`src/rtl/ic_cmd_master_pkg.sv`:
```
// Shared definitions for the command-driven AXI initiator: response codes,
// burst type, FSM state encoding and the response merge helper.
package ic_cmd_master_pkg;

  localparam logic [1:0] RESP_OKAY   = 2'b00;
  localparam logic [1:0] RESP_EXOKAY = 2'b01;
  localparam logic [1:0] RESP_SLVERR = 2'b10;
  localparam logic [1:0] RESP_DECERR = 2'b11;

  localparam logic [1:0] BURST_INCR  = 2'b01;

  // The write path spans WADDR (address still pending, data may flow) and
  // WDATA (address done, data remaining).
  typedef enum logic [2:0] {
    ST_IDLE,
    ST_WADDR,
    ST_WDATA,
    ST_WRESP,
    ST_RADDR,
    ST_RDATA,
    ST_DONE
  } state_t;

  // Response severity happens to follow the numeric encoding, so the worst
  // response is simply the larger code.
  function automatic logic [1:0] resp_max(input logic [1:0] a, input logic [1:0] b);
    return (a > b) ? a : b;
  endfunction

endpackage

```
`src/rtl/ic_cmd_master_wdog.sv`:
```
// Watchdog for the initiator's wait states. load reloads the counter to its
// terminal value; each enabled idle cycle counts down, and tc pulses on the
// (2**TO_BITS-1)-th consecutive idle cycle.
module ic_cmd_master_wdog #(
  parameter int TO_BITS = 10
) (
  input  logic clk,
  input  logic reset,
  input  logic load,
  input  logic count_en,
  output logic tc
);

  localparam logic [TO_BITS-1:0] CNT_ONE = TO_BITS'(1);

  logic [TO_BITS-1:0] cnt_reg;

  assign tc = count_en && !load && (cnt_reg == CNT_ONE);

  // Down-counter: reload on load, otherwise decrement while counting is enabled.
  always_ff @(posedge clk) begin
    if (reset || load) begin
      cnt_reg <= '1;
    end else if (count_en && (cnt_reg != '0)) begin
      cnt_reg <= cnt_reg - CNT_ONE;
    end
  end

endmodule

```
`src/rtl/ic_cmd_master.sv`:
```
// AXI initiator fed by a one-deep command port. Each accepted command issues
// one INCR burst (write or read) with a single transaction outstanding, and
// reports worst response, ID-mismatch/timeout flags and an XOR data checksum.
module ic_cmd_master
  import ic_cmd_master_pkg::*;
#(
  parameter int ADDR_BITS = 32,
  parameter int DATA_BITS = 64,
  parameter int ID_BITS   = 4,
  parameter int TO_BITS   = 10
) (
  input  logic                   clk,
  input  logic                   reset,
  // command port
  input  logic                   cmd_valid,
  output logic                   cmd_ready,
  input  logic                   cmd_write,
  input  logic [ADDR_BITS-1:0]   cmd_addr,
  input  logic [3:0]             cmd_len,
  input  logic [ID_BITS-1:0]     cmd_id,
  input  logic [DATA_BITS-1:0]   cmd_seed,
  // write address channel
  output logic [ID_BITS-1:0]     AWID,
  output logic [ADDR_BITS-1:0]   AWADDR,
  output logic [3:0]             AWLEN,
  output logic [2:0]             AWSIZE,
  output logic [1:0]             AWBURST,
  output logic                   AWVALID,
  input  logic                   AWREADY,
  // write data channel
  output logic [DATA_BITS-1:0]   WDATA,
  output logic [DATA_BITS/8-1:0] WSTRB,
  output logic                   WLAST,
  output logic                   WVALID,
  input  logic                   WREADY,
  // write response channel
  input  logic [ID_BITS-1:0]     BID,
  input  logic [1:0]             BRESP,
  input  logic                   BVALID,
  output logic                   BREADY,
  // read address channel
  output logic [ID_BITS-1:0]     ARID,
  output logic [ADDR_BITS-1:0]   ARADDR,
  output logic [3:0]             ARLEN,
  output logic [2:0]             ARSIZE,
  output logic [1:0]             ARBURST,
  output logic                   ARVALID,
  input  logic                   ARREADY,
  // read data channel
  input  logic [ID_BITS-1:0]     RID,
  input  logic [DATA_BITS-1:0]   RDATA,
  input  logic [1:0]             RRESP,
  input  logic                   RLAST,
  input  logic                   RVALID,
  output logic                   RREADY,
  // completion
  output logic                   done,
  output logic [1:0]             done_resp,
  output logic [1:0]             done_err,
  output logic [DATA_BITS-1:0]   done_csum
);

  localparam logic [2:0] SIZE_CODE = 3'($clog2(DATA_BITS / 8));

  state_t                 state_reg, state_next;
  logic [ADDR_BITS-1:0]   addr_reg;
  logic [3:0]             len_reg;
  logic [ID_BITS-1:0]     id_reg;
  logic [DATA_BITS-1:0]   seed_reg;
  logic [3:0]             beat_reg;
  logic                   w_done_reg;
  logic [DATA_BITS-1:0]   csum_reg;
  logic [1:0]             resp_reg;
  logic [1:0]             err_reg;

  logic accept;
  logic aw_hs, w_hs, w_last_hs, b_hs, ar_hs, r_hs;
  logic any_hs, wait_state, wdog_tc;
  logic burst_len_bad;

  // Channel handshakes derived from state and slave inputs only, so the
  // next-state logic never loops back through its own outputs.
  assign accept    = (state_reg == ST_IDLE) && cmd_valid;
  assign aw_hs     = (state_reg == ST_WADDR) && AWREADY;
  assign w_hs      = (((state_reg == ST_WADDR) && !w_done_reg) || (state_reg == ST_WDATA)) && WREADY;
  assign w_last_hs = w_hs && (beat_reg == len_reg);
  assign b_hs      = (state_reg == ST_WRESP) && BVALID;
  assign ar_hs     = (state_reg == ST_RADDR) && ARREADY;
  assign r_hs      = (state_reg == ST_RDATA) && RVALID;
  assign any_hs    = aw_hs || w_hs || b_hs || ar_hs || r_hs;

  assign wait_state = (state_reg == ST_WADDR) || (state_reg == ST_WDATA) ||
                      (state_reg == ST_WRESP) || (state_reg == ST_RADDR) ||
                      (state_reg == ST_RDATA);

  // An RLAST on the wrong beat, or a missing RLAST on the expected last beat.
  assign burst_len_bad = (RLAST && (beat_reg != len_reg)) || (!RLAST && (beat_reg == len_reg));

  ic_cmd_master_wdog #(
    .TO_BITS (TO_BITS)
  ) u_wdog (
    .clk      (clk),
    .reset    (reset),
    .load     (!wait_state || any_hs),
    .count_en (wait_state && !any_hs),
    .tc       (wdog_tc)
  );

  // Command fields drive the address channels directly; beat k carries seed + k.
  assign AWID      = id_reg;
  assign AWADDR    = addr_reg;
  assign AWLEN     = len_reg;
  assign AWSIZE    = SIZE_CODE;
  assign AWBURST   = BURST_INCR;
  assign ARID      = id_reg;
  assign ARADDR    = addr_reg;
  assign ARLEN     = len_reg;
  assign ARSIZE    = SIZE_CODE;
  assign ARBURST   = BURST_INCR;
  assign WDATA     = seed_reg + DATA_BITS'(beat_reg);
  assign WSTRB     = '1;
  assign WLAST     = (beat_reg == len_reg);
  assign done_resp = resp_reg;
  assign done_err  = err_reg;
  assign done_csum = csum_reg;

  // State register.
  always_ff @(posedge clk) begin
    if (reset) begin
      state_reg <= ST_IDLE;
    end else begin
      state_reg <= state_next;
    end
  end

  // Next-state and channel VALID/READY decode; a watchdog expiry overrides all.
  always_comb begin
    state_next = state_reg;
    cmd_ready  = 1'b0;
    AWVALID    = 1'b0;
    WVALID     = 1'b0;
    BREADY     = 1'b0;
    ARVALID    = 1'b0;
    RREADY     = 1'b0;
    done       = 1'b0;
    case (state_reg)
      ST_IDLE: begin
        cmd_ready = 1'b1;
        if (cmd_valid) begin
          state_next = cmd_write ? ST_WADDR : ST_RADDR;
        end
      end
      ST_WADDR: begin
        AWVALID = 1'b1;
        WVALID  = !w_done_reg;
        if (aw_hs) begin
          state_next = (w_done_reg || w_last_hs) ? ST_WRESP : ST_WDATA;
        end
      end
      ST_WDATA: begin
        WVALID = 1'b1;
        if (w_last_hs) begin
          state_next = ST_WRESP;
        end
      end
      ST_WRESP: begin
        BREADY = 1'b1;
        if (b_hs) begin
          state_next = ST_DONE;
        end
      end
      ST_RADDR: begin
        ARVALID = 1'b1;
        if (ar_hs) begin
          state_next = ST_RDATA;
        end
      end
      ST_RDATA: begin
        RREADY = 1'b1;
        if (r_hs && RLAST) begin
          state_next = ST_DONE;
        end
      end
      ST_DONE: begin
        done       = 1'b1;
        state_next = ST_IDLE;
      end
      default: begin
        state_next = ST_IDLE;
      end
    endcase
    if (wdog_tc) begin
      state_next = ST_DONE;
    end
  end

  // Command capture on accept, then beat counting and status accumulation.
  always_ff @(posedge clk) begin
    if (reset) begin
      addr_reg   <= '0;
      len_reg    <= '0;
      id_reg     <= '0;
      seed_reg   <= '0;
      beat_reg   <= '0;
      w_done_reg <= 1'b0;
      csum_reg   <= '0;
      resp_reg   <= RESP_OKAY;
      err_reg    <= '0;
    end else if (accept) begin
      addr_reg   <= cmd_addr;
      len_reg    <= cmd_len;
      id_reg     <= cmd_id;
      seed_reg   <= cmd_seed;
      beat_reg   <= '0;
      w_done_reg <= 1'b0;
      csum_reg   <= '0;
      resp_reg   <= RESP_OKAY;
      err_reg    <= '0;
    end else begin
      if (w_hs || r_hs) begin
        beat_reg <= beat_reg + 4'd1;
      end
      if (w_last_hs) begin
        w_done_reg <= 1'b1;
      end
      if (w_hs) begin
        csum_reg <= csum_reg ^ WDATA;
      end
      if (r_hs) begin
        csum_reg <= csum_reg ^ RDATA;
        resp_reg <= resp_max(resp_max(resp_reg, RRESP),
                             burst_len_bad ? RESP_SLVERR : RESP_OKAY);
        if (RID != id_reg) begin
          err_reg[0] <= 1'b1;
        end
      end
      if (b_hs) begin
        resp_reg <= resp_max(resp_reg, BRESP);
        if (BID != id_reg) begin
          err_reg[0] <= 1'b1;
        end
      end
      if (wdog_tc) begin
        err_reg[1] <= 1'b1;
      end
    end
  end

endmodule

```
`config.mk`:
```
export PLATFORM = sky130hd
export DESIGN_NAME = ic_cmd_master
export DESIGN_NICKNAME = d
export VERILOG_FILES = /design/src/rtl/ic_cmd_master_pkg.sv /design/src/rtl/ic_cmd_master_wdog.sv /design/src/rtl/ic_cmd_master.sv
export SDC_FILE = /design/constraint.sdc
export NUM_CORES = 1
export LEC_CHECK = 0
export ABC_AREA = 1
export BUFFER_PORTS_ARGS = -buffer_cell sky130_fd_sc_hd__buf_2
export CORE_MARGIN = 3
export CORE_UTILIZATION = 41
export CTS_BUF_LIST = sky130_fd_sc_hd__clkbuf_4 sky130_fd_sc_hd__clkbuf_8 sky130_fd_sc_hd__clkbuf_16
export CTS_CLUSTER_SIZE = 30
export DETAILED_ROUTE_END_ITERATION = 12
export PLACE_DENSITY = 0.75
export REMOVE_ABC_BUFFERS = 1
export SYNTH_ARGS = -nofsm -noshare
export SYNTH_HDL_FRONTEND = slang
export SYNTH_SLANG_ARGS = --single-unit
```
`constraint.sdc`:
```
create_clock -name clk -period 3.3 [get_ports clk]
set_input_delay 0.33 -clock clk [delete_from_list [all_inputs] [get_ports clk]]
set_output_delay 0.33 -clock clk [all_outputs]
set_load 0.01 [all_outputs]
```
==> flow_summary.yaml <==
cts:
  htreeDepth: 4
  clk_latency_worst_skew_pair_ns: 0.44
  post-cts-setup-buffer-count: 0
  cts_hold_buf: 0
  cts_tree: "built"
  numCtsBuffers: 17
  path_clk_slew_ns: 0.08
  max-clock-path-buffers: 2
  clock-sinks: 190
  cts-resized-gates: 1
  cts.root.buffer_cell: "sky130_fd_sc_hd__clkbuf_16"
synthesis:
  syn-instance-count: 1811
  yosysTopAreaCell: "sky130_fd_sc_hd__dfxtp_1"
  postSynth.topFlopCell: "sky130_fd_sc_hd__dfxtp_1"
  synth.avg_cell_area_um2: 6.311
  ys_ff_latch: 190
  fraction_of_registers_with_async_set_or_reset_after_synthesis: 0
  synth_top_cell_area_share: 0.3328
  number_of_enable_flip_flop_cells_after_synthesis: 0
  ys_types: 45
  post_synth_main_area_contributors: "sky130_fd_sc_hd__dfxtp_1 33%, sky130_fd_sc_hd__nand2_1 15%, sky130_fd_sc_hd__nand3_1 8.6%"
  mappedNetlistArea_mm2: 0.01143
  synthesis.yosys.warnings: 0
  seq_area_frac_synth: 0.3328
floorplan:
  initial_core_util: 0.4205
  die_h_um: 173.0
  floorplan.rows: 60
  die-area_mm2: 0.02991
  coreArea_mm2: 0.02718
  floorplan.io_pins: 428
  die_w_um: 173.0
route:
  vias_per_cell: 5.071
  remaining_drc_errors: 0
  detailroute.via_count: 12851
  routedLengthMet1_um: 17920
  drt_pass1_iterations: 5
  avgRoutedWirePerCell_um: 16.72
  highest_metal_layer_used_by_the_detailed_router: "met4"
  route.met2.wl_um: 20060
  postRouteAntennaNets: 0
  dr_wl_met3_um: 3293
  dr.first_iter.drc_count: 762
  route.final.wire_length_um: 42360
grt:
  antenna_found_initial: 4
  grt_overflow_total: 0
  first_global_vias: 11983
  globalRouteTotalUtil: 0.2688
  grt_first_pass_wirelength_um: 64520
  grt_max_degree: 67
pwr:
  internal_power_uw: 4850
  pwr-share-comb: 0.387
  static-leakage-power_uw: 0.006861
  seq_power_share: 0.372
  ir_worst_vdd_uv: 344.8
  powerDensity_mw_per_mm2: 610.8
  p_sw_uw: 3678
  sw_frac_of_total: 0.4313
  power_frac_clock: 0.241
critical_path:
  r2r.worst_path.cells: 12
  path_max_fanout: 6
  arrival_worst_endpoint_ns: 2.72
  timing.critical_path.required_ns: 2.97
  critical_path.reg2reg.endpoint: "done_csum[14]$_SDFFE_PP0P_"
  r2r_setup_slack_ns: 0.76
  critical_path.reg2reg.startpoint: "beat_reg[0]$_SDFFE_PP0P_"
  cp_startpoint_kind: "flop"
  path_class: "flop to output pin"
  worstSetupEndpointType: "output pin"
timing:
  setup_ws_ns: 0.2484
  worst_slew_margin_rel: 0.4642
  post-route-period-util: 0.9247
  worst_margin_slew_ns: 0.8037
  fin_crit_ns: 3.052
  final_max_slew_viol_count: 0
  worst_clock_skew_ns: 0.01679
  hold_viol: 0
  grt_setup_unrepaired: "false"
  setup-tns-final_ns: 0
  number_of_endpoints_failing_setup_at_the_final_stage: 0
  achievable_freq_ghz: 0.3277
outcome:
  run_status: "finished, final reports clean"
hold_path:
  min_delay_worst_endpoint: "ARADDR[20]$_SDFFE_PP0P_"
  path_class_of_the_lowest_slack_min_delay_path: "input port to flop"
  worst_hold_startpoint: "cmd_addr[20]"
  min_path_cells: 3
finish:
  final_util: 0.5138
  post_route_cells_drive_above_1_share: 0.2279
  area_growth_syn_to_fin_pct: 22.17
  final_nets: 2351
place:
  place.port_buffers: 409
  place_ws_ns: 0.4169
  detailedPlacementHpwl_um: 33010
  gpl.final_weighted_congestion: 0.9346
run:
  maxCapViolCount: 0
-- critical path, cell delays in order, from the launching register on --
cell	delay (ns)
sky130_fd_sc_hd__dfxtp_2	0.38
sky130_fd_sc_hd__ha_1	0.21
sky130_fd_sc_hd__inv_1	0.06
sky130_fd_sc_hd__fa_1	0.42
sky130_fd_sc_hd__inv_1	0.12
sky130_fd_sc_hd__nand2_1	0.10
sky130_fd_sc_hd__nand2_2	0.17
sky130_fd_sc_hd__nand2_1	0.21
sky130_fd_sc_hd__xor2_1	0.39
sky130_fd_sc_hd__buf_2	0.22
-- worst max-delay path by stage --
stage | startpoint | to | slack [ns] | depth (start not counted)
finish | beat_reg[0]$_SDFFE_PP0P_ | WDATA[14] | 0.25 | 9
CTS | beat_reg[0]$_SDFFE_PP0P_ | WDATA[16] | 0.04 | 10
floorplan | state_reg[2]$_SDFFE_PP0P_ | beat_reg[1]$_SDFFE_PP0P_ | -0.28 | 8
global route | beat_reg[0]$_SDFFE_PP0P_ | WDATA[58] | 0.04 | 11
detailed placement | beat_reg[0]$_SDFFE_PP0P_ | WDATA[16] | 0.42 | 10
global placement | beat_reg[0]$_SDFFE_PP0P_ | WDATA[16] | 0.51 | 10
-- Yosys cell counts (all sizes together) (4+ instances only) --
| cell type | n |
|---|---|
| a21boi | 7 |
| a21oi | 177 |
| a22oi | 4 |
| and2 | 22 |
| buf | 85 |
| clkbuf | 35 |
| dfxtp | 190 |
| ha | 13 |
| inv | 215 |
| nand2 | 478 |
| nand3 | 198 |
| nand4 | 18 |
| nor2 | 221 |
| nor3 | 5 |
| o211ai | 6 |
| o21ai | 78 |
| xnor2 | 6 |
| xor2 | 37 |
-- metal layers --
metal,track usage,vias to the layer above
li1,-,6361
met5,0,-
met3,0.05907,57
met2,0.4601,495
met1,0.3372,5938
met4,0.08615,0
-- through the flow --
step	power, uW	cells	cell area [um^2]	hold slack (ns)
2_1_floorplan	5044	1707	10750	0.3991
3_3_place_gp	6433	2500	13380	0.4319
3_5_place_dp	6508	2500	13380	0.4426
4_1_cts	8569	2531	13950	0.1295
5_1_grt	9068	2534	13960	0.1464
6_report	8529	2534	13960	0.1505
-- power groups by stage --
| stage | registers [uW] | logic (uW) | clock network, uW |
|---|---|---|---|
| after floorplan | 3180 | 1860 | 0 |
| after global placement | 3200 | 3240 | 0 |
| after detailed placement | 3200 | 3300 | 0 |
| after CTS | 3160 | 3310 | 2100 |
| after global routing | 3220 | 3660 | 2180 |
| final | 3170 | 3300 | 2060 |
-- logic make-up after synthesis --
family / synth area share
AO/OA/AOI/OAI: 0.1275
XOR/XNOR: 0.03295
adder cells (fa/ha/maj): 0.01598
buffers and inverters: 0.1355
flip-flops: 0.3328
other: 0.0006571
AND/OR/NAND/NOR: 0.3545
-- layout by cell type (no fill, tap or decap), types with 6 or more instances in the layout --
master	synthesis	final
sky130_fd_sc_hd__nand2_1	464	463
sky130_fd_sc_hd__buf_2	18	409
sky130_fd_sc_hd__nor2_1	214	214
sky130_fd_sc_hd__inv_1	205	205
sky130_fd_sc_hd__nand3_1	197	196
sky130_fd_sc_hd__dfxtp_1	190	189
sky130_fd_sc_hd__a21oi_1	176	176
sky130_fd_sc_hd__o21ai_0	75	74
sky130_fd_sc_hd__xor2_1	37	37
sky130_fd_sc_hd__and2_1	22	22
sky130_fd_sc_hd__nand4_1	18	18
sky130_fd_sc_hd__conb_1	2	18
sky130_fd_sc_hd__clkbuf_16	0	17
sky130_fd_sc_hd__ha_1	13	13
sky130_fd_sc_hd__nand2_2	11	11
sky130_fd_sc_hd__buf_4	64	10
sky130_fd_sc_hd__inv_2	9	9
sky130_fd_sc_hd__a21boi_0	7	7
sky130_fd_sc_hd__xnor2_1	6	6
sky130_fd_sc_hd__o211ai_1	6	6
-- layout make-up --
cell class | count | area (um^2)
flip-flops and latches | 190 | 3805
well taps | 372 | 465.4
multi-input cells | 1302 | 6153
repair buffers | 421 | 2162
fillers | 2842 | 13210
clock inverters | 13 | 120.1
clock buffers | 18 | 439.2
diodes | 3 | 7.507
inverters | 215 | 809.5
(Power assumes the default switching activity.)
